$ cat config.mk
export PLATFORM = sky130hd
export DESIGN_NAME = add_transition_pipe
export DESIGN_NICKNAME = d
export VERILOG_FILES = /design/src/rtl/add_transition_pipe.sv
export SDC_FILE = /design/constraint.sdc
export NUM_CORES = 1
export LEC_CHECK = 0
export CAP_MARGIN = 30
export CORE_MARGIN = 2
export CORE_UTILIZATION = 53
export DETAILED_ROUTE_END_ITERATION = 10
export PLACE_DENSITY = 0.81
export SYNTH_ARGS = -nofsm -noshare
export SYNTH_HDL_FRONTEND = slang
export SYNTH_SLANG_ARGS = --single-unit
export TNS_END_PERCENT = 30
$ cat constraint.sdc
create_clock -name clk -period 9.75 [get_ports clk]
set_input_delay 2.4375 -clock clk [delete_from_list [all_inputs] [get_ports clk]]
set_output_delay 2.4375 -clock clk [all_outputs]
set_load 0.005 [all_outputs]
$ cat src/rtl/add_transition_pipe.sv
// ---------------------------------------------------------------------------
// add_transition_pipe
//   Two-stage add/subtract unit on a valid/ready stream. Stage 1 forms the
//   WIDTH-bit result and carry/borrow. Stage 2 registers the result together
//   with the number of adjacent-bit transitions in it. Saturating statistics
//   (total transitions, delivered results, sticky saturation flag) are kept
//   for software readout and are updated only when a result is delivered.
//
// Ports
//   clk, rst_n        clock (rising edge), asynchronous active-low reset
//   in_valid/ready    operand handshake; in_ready is combinational
//   in_a, in_b        unsigned operands
//   in_sub            0: a+b, 1: a-b
//   out_valid/ready   result handshake
//   out_sum           result modulo 2**WIDTH
//   out_cy            add: carry out, sub: borrow (a<b)
//   out_trans         count of i in [0,WIDTH-2] with sum[i]^sum[i+1]
//   stat_clr          synchronous statistics clear
//   stat_trans        saturating sum of delivered out_trans
//   stat_count        saturating count of delivered results
//   stat_sat          sticky: an accumulator clamped
// ---------------------------------------------------------------------------
module add_transition_pipe #(
    parameter int WIDTH = 32,
    parameter int CNT_W = $clog2(WIDTH),
    parameter int ACC_W = 32
) (
    input  logic             clk,
    input  logic             rst_n,
    input  logic             in_valid,
    output logic             in_ready,
    input  logic [WIDTH-1:0] in_a,
    input  logic [WIDTH-1:0] in_b,
    input  logic             in_sub,
    output logic             out_valid,
    input  logic             out_ready,
    output logic [WIDTH-1:0] out_sum,
    output logic             out_cy,
    output logic [CNT_W-1:0] out_trans,
    input  logic             stat_clr,
    output logic [ACC_W-1:0] stat_trans,
    output logic [ACC_W-1:0] stat_count,
    output logic             stat_sat
);

    localparam logic [ACC_W-1:0] ACC_MAX = '1;

    // ---------------- pipeline state ----------------
    logic             s1_valid_q, s2_valid_q;
    logic [WIDTH-1:0] s1_sum_q, s2_sum_q;
    logic             s1_cy_q, s2_cy_q;
    logic [CNT_W-1:0] s2_trans_q;

    logic             s1_adv, s2_adv;
    logic             in_xfer, out_xfer;

    assign s2_adv   = !s2_valid_q || out_ready;
    assign s1_adv   = !s1_valid_q || s2_adv;
    assign in_ready = s1_adv;
    assign in_xfer  = in_valid && s1_adv;
    assign out_xfer = s2_valid_q && out_ready;

    // ---------------- stage 1 arithmetic ----------------
    // Subtraction is a + ~b + 1; the carry out of that is "no borrow",
    // so it is inverted to report the borrow.
    logic [WIDTH-1:0] b_eff;
    logic [WIDTH:0]   sum_ext;
    logic             cy_eff;

    always_comb begin
        b_eff   = in_sub ? ~in_b : in_b;
        sum_ext = {1'b0, in_a} + {1'b0, b_eff} + (WIDTH+1)'(in_sub);
        cy_eff  = in_sub ? ~sum_ext[WIDTH] : sum_ext[WIDTH];
    end

    always_ff @(posedge clk or negedge rst_n) begin
        if (!rst_n) begin
            s1_valid_q <= 1'b0;
            s1_sum_q   <= '0;
            s1_cy_q    <= 1'b0;
        end else if (s1_adv) begin
            s1_valid_q <= in_valid;
            // Data regs only move on a real beat to avoid spurious toggles.
            if (in_valid) begin
                s1_sum_q <= sum_ext[WIDTH-1:0];
                s1_cy_q  <= cy_eff;
            end
        end
    end

    // ---------------- stage 2 transition count ----------------
    logic [WIDTH-2:0] tvec;
    logic [CNT_W-1:0] tcnt;

    always_comb begin
        tvec = s1_sum_q[WIDTH-1:1] ^ s1_sum_q[WIDTH-2:0];
        tcnt = '0;
        for (int i = 0; i < WIDTH-1; i++) begin
            tcnt = tcnt + CNT_W'(tvec[i]);
        end
    end

    always_ff @(posedge clk or negedge rst_n) begin
        if (!rst_n) begin
            s2_valid_q <= 1'b0;
            s2_sum_q   <= '0;
            s2_cy_q    <= 1'b0;
            s2_trans_q <= '0;
        end else if (s2_adv) begin
            s2_valid_q <= s1_valid_q;
            if (s1_valid_q) begin
                s2_sum_q   <= s1_sum_q;
                s2_cy_q    <= s1_cy_q;
                s2_trans_q <= tcnt;
            end
        end
    end

    assign out_valid = s2_valid_q;
    assign out_sum   = s2_sum_q;
    assign out_cy    = s2_cy_q;
    assign out_trans = s2_trans_q;

    // ---------------- statistics ----------------
    logic [ACC_W-1:0] stat_trans_q, stat_trans_d;
    logic [ACC_W-1:0] stat_count_q, stat_count_d;
    logic             stat_sat_q, stat_sat_d;
    logic [ACC_W:0]   trans_sum, count_sum;

    always_comb begin
        // One extra bit catches the overflow that triggers clamping.
        trans_sum    = {1'b0, stat_trans_q} + (ACC_W+1)'(s2_trans_q);
        count_sum    = {1'b0, stat_count_q} + (ACC_W+1)'(1);
        stat_trans_d = stat_trans_q;
        stat_count_d = stat_count_q;
        stat_sat_d   = stat_sat_q;
        if (stat_clr && out_xfer) begin
            // Clear and delivery together: the beat starts the new window.
            stat_trans_d = ACC_W'(s2_trans_q);
            stat_count_d = ACC_W'(1);
            stat_sat_d   = 1'b0;
        end else if (stat_clr) begin
            stat_trans_d = '0;
            stat_count_d = '0;
            stat_sat_d   = 1'b0;
        end else if (out_xfer) begin
            stat_trans_d = trans_sum[ACC_W] ? ACC_MAX : trans_sum[ACC_W-1:0];
            stat_count_d = count_sum[ACC_W] ? ACC_MAX : count_sum[ACC_W-1:0];
            stat_sat_d   = stat_sat_q || trans_sum[ACC_W] || count_sum[ACC_W];
        end
    end

    always_ff @(posedge clk or negedge rst_n) begin
        if (!rst_n) begin
            stat_trans_q <= '0;
            stat_count_q <= '0;
            stat_sat_q   <= 1'b0;
        end else begin
            stat_trans_q <= stat_trans_d;
            stat_count_q <= stat_count_d;
            stat_sat_q   <= stat_sat_d;
        end
    end

    assign stat_trans = stat_trans_q;
    assign stat_count = stat_count_q;
    assign stat_sat   = stat_sat_q;

endmodule

### After elaboration in Yosys (flattened, before gate mapping)

Index checks and enable logic that the tools add are counted.

| word-level totals | value |
|---|---|
| bits in registers | 138 |
| input port bits | 70 |
| output and inout port bits | 105 |
| logic and storage cells | 71 |

| operators by class | value |
|---|---|
| add/sub/neg operators | 34 |
| mux-type cells | 13 |
| bitwise gates (word level) | 3 |
| reductions and logical operators | 11 |

Operators by type and width:

| cell | number |
|---|---|
| 32-bit 2-to-1 mux | 9 |
| 5-bit by 1-bit adder with 5-bit output | 26 |
| 32-bit by 1-bit adder with 33-bit output, second input constant | 1 |
| 32-bit by 32-bit adder with 33-bit output | 1 |
| 32-bit by 5-bit adder with 33-bit output | 1 |
| 33-bit by 1-bit adder with 33-bit output | 1 |
| 32-bit inverter | 1 |
| 31-bit XOR | 1 |
| 4-bit by 1-bit adder with 5-bit output | 1 |
| 3-bit by 1-bit adder with 4-bit output | 1 |
| 1-bit logical OR | 4 |
| 1-bit 2-to-1 mux | 4 |
| 2-bit AND reduction | 2 |
| 2-bit by 1-bit adder with 3-bit output | 1 |
| 3-bit nonzero test | 1 |
| 1-bit by 1-bit adder with 2-bit output | 1 |
| 1-bit logical AND | 2 |
| 1-bit zero test | 2 |
| 1-bit inverter | 1 |

### Logic depth before layout (Yosys ltp)

Gate-level depths: netlist of the first run.

| logic depth | value |
|---|---|
| word-level depth | 31 |
| depth in mapped cells | 19 |
| depth with buffers taken out | 19 |

### Worst setup path after synthesis of the first run

Ideal clock, no wire load.

| timing path | value |
|---|---|
| path kind | in2reg |
| start point | input port in_sub |
| end point | register s1_sum_q[29] |
| setup time | 129 ps |
| arrival | 5434 ps |
| required time | 9621 ps |
| slack | 4187 ps |
| stages on the path | 12 |
| path buffers | 2 |
| cell sequence | buf_4 clkbuf_1 xor2_1 ha_1 nand2_1 nor2_1 a31oi_1 a2111oi_4 o21ai_2 or4_1 and3_1 a2111o_1 |

| between the ends | value |
|---|---|
| cells in the longest elaborated chain, start to end | 3 |

Ends and longest elaborated chain:

| item | RTL line | text |
|---|---|---|
| start, declared | 34 | `input logic in_sub,` |
| 32-bit 2-to-1 mux | 71 | `b_eff = in_sub ? ~in_b : in_b;` |
| 32-bit by 32-bit adder with 33-bit output | 72 | `sum_ext = {1'b0, in_a} + {1'b0, b_eff} + (WIDTH+1)'(in_sub);` |
| 33-bit by 1-bit adder with 33-bit output (*) | 72 |  |
| end signal, assigned | 85 | `s1_sum_q <= sum_ext[WIDTH-1:0];` |
| end, declared | 50 | `logic [WIDTH-1:0] s1_sum_q, s2_sum_q;` |

Every way passes the cells marked *; elsewhere a longest branch is shown, timed or not.
A chain may end at the register's enable or synchronous reset.

### Final worst setup path of the first run

| timing path | value |
|---|---|
| start point | input port out_ready |
| end point | output port in_ready |

| between the ends | value |
|---|---|
| cells in the longest elaborated chain, start to end | 2 |

Ends and longest elaborated chain:

| item | RTL line | text |
|---|---|---|
| start, declared | 36 | `input logic out_ready,` |
| 1-bit logical OR | 57 | `assign s2_adv = !s2_valid_q \|\| out_ready;` |
| 1-bit logical OR | 58 | `assign s1_adv = !s1_valid_q \|\| s2_adv;` |
| end, declared | 31 | `output logic in_ready,` |

No other way between the ends.

==> results_dict.tcl, run 1 <==
set metrics [dict create \
    drive_gt1_frac 0.0711 \
    grt_pass1_vias 7596 \
    setup_viol 0 \
    antennaDiodeCount 0 \
    endpoint "in_ready" \
    path_max_fanout 4 \
    cts_htree_levels 4 \
    min_period_over_period 0.628 \
    synth-edff-count 0 \
    timing.rr.end "out_trans[4]$_DFFE_PN0P_" \
    ant_nets 0 \
    yosysUniqueCellTypes 61 \
    final.setup_skew_ns 0.00956 \
    yosys_register_bits 138 \
    async_flop_share 1.00 \
    die_h_um 136 \
    ys_seq_area_frac 0.374 \
    antenna_found_initial 0 \
    min_path_type "register to register" \
    synth_fp_nets 1121 \
    seqCellArea_sq_mm 0.00345 \
    arrival_ns 3.69 \
    min_period_ns 6.12 \
    coreArea_sq_mm 0.0172 \
    rrSetupSlack_ns 4.32 \
    timing.fmax_mhz 163 \
    cts_tree "done" \
    rsz0062_at_grt "no" \
    slew_headroom 0.324 \
    status "finished clean" \
    drt-initial-drc-count 534 \
    nets 1279 \
    num_vias 8123 \
    dr.pass1.iters 5 \
    grt_overflow 0 \
    cts_resized 0 \
    worst-setup-path-type "primary input to output port" \
    ioPinCount 175 \
    yosys_warnings 0 \
    drc_errors 0 \
    startpoint "out_ready" \
    setup_tns_ns 0 \
    worst_pin_slew_ns 1.01 \
    grt_max_degree 72 \
    syn-instance-count 982 \
    synth_ff_type "dfrtp_1" \
    clk_transition_reported_paths_ns 0.06 \
    final_hold_viol_count 0 \
    postRouteWirelength_um 22700 \
    synth_area_sq_mm 0.00923 \
    port_buffers 174 \
    root_buffer "clkbuf_16" \
    syn_avg_cell_area_sq_um 9.39 \
    rows 48 \
    clock_sinks 138 \
    post_cts_buffers 0 \
    drv_slew 0 \
    r2r-start "s1_sum_q[2]$_DFFE_PN0P_" \
    syn_to_final_growth_pct 26.9 \
    multiInputGateArea_sq_mm 0.00546 \
    initial_utilization 0.537 \
    viasPerCell 5.89 \
    ctsHoldBuffers 0 \
    cp-end-kind "output port" \
    gp_congestion 0.880 \
    drv_cap 0 \
    grt_pass1_wl_um 37000 \
    reg2reg_depth 17 \
    die_x_um 136 \
    post-dp-hpwl_um 16500 \
    cts_buffer_depth 2 \
    startpoint_type "primary input" \
    cts-buffers-inserted 17 \
    clock_latency_ns 0.42 \
    n_fill_cell 1377 \
    grt_usage 0.251 \
    crit_required_ns 7.31 \
    drt-wirelength-per-cell_um 16.5 \
    die_area_sq_mm 0.0185 \
]
[metal layers]
metal	vias up	track usage	wire length, um	share of wire
li1	3846	-	-	-
met1	3905	0.336	9660	0.43
met2	331	0.421	11100	0.49
met3	41	0.0388	1460	0.064
met4	0	0.0747	460	0.020
met5	-	0	0	0
[layout by cell type, fill, tap and decap left out, types with 6 or more instances in the layout]
cell,netlist,routed
clkdlybuf4s50_1,0,172
dfrtp_1,138,138
nand2_1,96,96
o21ai_0,79,79
a21oi_1,69,69
xor2_1,64,64
nor2_1,62,62
ha_1,44,44
nand3_1,40,40
inv_1,39,39
mux2_2,34,34
xnor2_1,30,30
fa_1,25,25
a21o_1,23,23
nand4_1,20,20
nor3_1,18,18
a31oi_1,18,18
clkbuf_16,0,17
and3_1,16,16
mux2i_1,16,16
a211oi_1,10,10
and4_1,8,8
a311oi_1,7,7
buf_4,1,7
nand2b_1,6,6
and2_1,6,6
o21a_1,6,6
[stage by stage]
| step | hold slack [ns] | utilization | instance area [sq um] | cells | worst slack [ns] |
|---|---|---|---|---|---|
| after floorplan | 0.457 | - | 9230 | 982 | 4.19 |
| after global placement | 0.479 | 0.648 | 11100 | 1346 | 3.71 |
| after detailed placement | 0.492 | 0.648 | 11100 | 1346 | 3.64 |
| after CTS | 0.506 | 0.681 | 11700 | 1378 | 3.64 |
| after global routing | 0.524 | 0.681 | 11700 | 1378 | 3.60 |
| final | 0.501 | 0.681 | 11700 | 1378 | 3.63 |
[sequential cells by signal, summed over array words and instances (netlist names)]
register	flops
s1_sum_q	32
out_cy	1
s1_valid_q	1
s1_cy_q	1
stat_trans	32
out_trans	5
stat_count	32
out_sum	32
stat_sat	1
out_valid	1
[cells in the mapped netlist, types with 5 or more instances]
master | instances | area share
o21ai_0 | 79 | 0.043
and4_1 | 8 | 0.0076
mux2i_1 | 16 | 0.017
and3_1 | 16 | 0.011
a211oi_1 | 10 | 0.0081
nor2_1 | 62 | 0.025
nand4_1 | 20 | 0.014
and2_1 | 6 | 0.0041
ha_1 | 44 | 0.060
a21o_1 | 23 | 0.019
inv_1 | 39 | 0.016
dfrtp_1 | 138 | 0.37
fa_1 | 25 | 0.054
a21oi_1 | 69 | 0.037
nand3_1 | 40 | 0.022
xnor2_1 | 30 | 0.028
nand2_1 | 96 | 0.039
mux2_2 | 34 | 0.042
a31oi_1 | 18 | 0.012
o21a_1 | 6 | 0.0049
nor3_1 | 18 | 0.0098
nand2b_1 | 6 | 0.0041
o21bai_1 | 5 | 0.0041
a311oi_1 | 7 | 0.0066
clkbuf_1 | 36 | 0.015
buf_1 | 5 | 0.0020
xor2_1 | 64 | 0.061
[critical path, stage by stage]
cell,delay (ns)
clkdlybuf4s50_1,0.49
nand3b_1,0.20
clkdlybuf4s50_1,0.56
[area by class of cell]
type | instances | area share
Timing Repair Buffer | 181 | 0.153
Multi-Input combinational cell | 763 | 0.467
Inverter | 39 | 0.0125
Clock buffer | 18 | 0.0367
Tap cell | 225 | 0.0241
Sequential cell | 138 | 0.295
Clock inverter | 14 | 0.0119
[how the worst min path moves through the flow]
stage / startpoint / end / cells past startpoint
global placement: s1_valid_q$_DFFE_PN0N_ / out_valid$_DFFE_PN0P_ / 1
finish: stat_sat$_DFFE_PN0P_ / stat_sat$_DFFE_PN0P_ / 2
detailed placement: out_sum[6]$_DFFE_PN0P_ / out_sum[6]$_DFFE_PN0P_ / 1
floorplan: s1_valid_q$_DFFE_PN0N_ / out_valid$_DFFE_PN0P_ / 1
global route: s1_valid_q$_DFFE_PN0N_ / out_valid$_DFFE_PN0P_ / 1
CTS: stat_sat$_DFFE_PN0P_ / stat_sat$_DFFE_PN0P_ / 2
[logic make-up (layout without fill, tap and decap cells)]
kind of cell / after synthesis / after routing / synth area share
AO/OA/AOI/OAI: 257 / 257 / 0.176
XOR/XNOR: 94 / 94 / 0.0892
adder cells (fa/ha/maj): 69 / 69 / 0.114
buffers and inverters: 81 / 252 / 0.0334
flip-flops: 138 / 138 / 0.374
multiplexers: 51 / 51 / 0.0605
AND/OR/NAND/NOR: 292 / 292 / 0.152
Power of run 1 is left out: the tool's default activity adds up to more than one toggle a clock period on the data nets, which glitch-free logic cannot reach.
==> run 2: changes to the inputs <==
Clock period 9.75 ns to 6.3 ns, I/O delays scaled along.
==> run 2 against run 1 <==
  * Clock skew is 0.0027 ns lower
  * Cell area is 0.17% higher
  * First-iteration DRC count up 6.4%
  * Flip-flop and latch count did not move
  * Non-clock buffer count unchanged
==> results_dict.tcl, run 2 (synthesized netlist as in run 1, its figures left out) <==
set metrics [dict create \
    wl_met1_um 9940 \
    min_period_over_period 0.863 \
    cts_resized 0 \
    final.setup_skew_ns 0.00688 \
    cts_buffer_depth 2 \
    clock_latency_ns 0.41 \
    postRouteWirelength_um 22400 \
    slew_headroom 0.336 \
    drt-wirelength-per-cell_um 16.3 \
    drive_gt1_frac 0.0668 \
    drt-initial-drc-count 568 \
    die_h_um 136 \
    grt_overflow 0 \
    clk_transition_reported_paths_ns 0.06 \
    endpoint "out_trans[4]$_DFFE_PN0P_" \
    post_cts_buffers 0 \
    setup_tns_ns 0 \
    worst_path_most_repeated_cell "fa_1" \
    ioPinCount 175 \
    n_fill_cell 1367 \
    min_path_type "register to register" \
    root_buffer "clkbuf_16" \
    final_hold_viol_count 0 \
    reg2reg_depth 17 \
    cp_slowest_stage_delay_ns 0.55 \
    cts_tree "done" \
    r2r-start "s1_sum_q[1]$_DFFE_PN0P_" \
    antenna_found_initial 0 \
    path_buf_inv 4 \
    startpoint_type "register" \
    drv_cap 0 \
    cts-buffers-inserted 17 \
    coreArea_sq_mm 0.0172 \
    drc_errors 0 \
    worst-path-stages 17 \
    crit_required_ns 6.57 \
    status "finished clean" \
    worst-setup-path-type "register to register" \
    nets 1279 \
    num_vias 8035 \
    drv_slew 0 \
    arrival_ns 5.70 \
    antennaDiodeCount 0 \
    worst_pin_slew_ns 0.992 \
    grt_pass1_wl_um 36300 \
    grt_max_degree 83 \
    clock_sinks 138 \
    ctsHoldBuffers 0 \
    dr.pass1.iters 5 \
    viasPerCell 5.83 \
    timing.rr.end "out_trans[4]$_DFFE_PN0P_" \
    port_buffers 174 \
    post-dp-hpwl_um 16600 \
    die_area_sq_mm 0.0185 \
    die_x_um 136 \
    rsz0062_at_grt "no" \
    path_delay_family "adder cells" \
    startpoint "s1_sum_q[1]$_DFFE_PN0P_" \
    syn_to_final_growth_pct 27.1 \
    grt_usage 0.247 \
    setup_viol 0 \
    mostFrequentLayoutCell "clkdlybuf4s50_1" \
    grt_pass1_vias 7431 \
    gp_congestion 0.896 \
    ant_nets 0 \
    timing.fmax_mhz 184 \
    met2_length_um 10600 \
    rrSetupSlack_ns 0.86 \
    dr_wl_met3_um 1340 \
    top_layer "met4" \
    hold_start "s1_valid_q$_DFFE_PN0N_" \
    hold_path_depth 1 \
    path_max_fanout 4 \
    cp-end-kind "register" \
    cts_htree_levels 4 \
    path_cells "xor2_1 > fa_1 > fa_1 > fa_1 > fa_1 > inv_1 > fa_1 > fa_1 > inv_1 > fa_1 > inv_1 > fa_1 > inv_1 > a21o_1 > a21oi_1 > xor2_1 > o21ai_0" \
    min_period_ns 5.44 \
    final_cell_mix "clkdlybuf4s50_1 (172), dfrtp_1 (138), nand2_1 (96)" \
    crit_slowest_cell "fa_1" \
    initial_utilization 0.537 \
    rows 48 \
]
## run 2: how the worst min path moves through the flow
| stage | end |
|---|---|
| 2_1_floorplan | out_valid$_DFFE_PN0P_ |
| 3_3_place_gp | out_valid$_DFFE_PN0P_ |
| 3_5_place_dp | out_valid$_DFFE_PN0P_ |
| 4_1_cts | out_valid$_DFFE_PN0P_ |
| 5_1_grt | out_valid$_DFFE_PN0P_ |
| 6_report | out_valid$_DFFE_PN0P_ |
## run 2: layout make-up
class | instances | area (sq um) | area share
clock buffer | 25 | 475 | 0.0406
tap | 225 | 282 | 0.0240
timing repair buffer | 181 | 1790 | 0.153
sequential | 138 | 3450 | 0.295
multi-input combinational | 763 | 5460 | 0.466
inverter | 39 | 146 | 0.0125
clock inverter | 7 | 115 | 0.00982
## run 2: worst reg2reg max path: cells and delay by family (launching register included)
family	cells	cell delay, ns
xor gates and xnor gates	2	0.43
adders and majority gates	8	3.79
AOI/OAI and AO/OA	3	0.38
DFF	1	0.45
buffers and inverters	4	0.25
## run 2: per-layer routing
layer	global-route usage	up-vias
li1	-	3846
met1	0.337	3827
met2	0.400	324
met3	0.0440	38
met4	0.0839	0
met5	0	-
## run 2: metrics by stage
stage,setup slack (ns),util,std cells,hold WS (ns),cell area (sq um)
floorplan,1.14,-,982,0.457,9230
global placement,1.01,0.648,1345,0.459,11100
detailed placement,0.929,0.648,1346,0.468,11100
CTS,0.816,0.683,1378,0.480,11700
global route,0.571,0.683,1378,0.497,11700
finish,0.863,0.683,1378,0.480,11700
Power of run 2 is left out for the same reason.
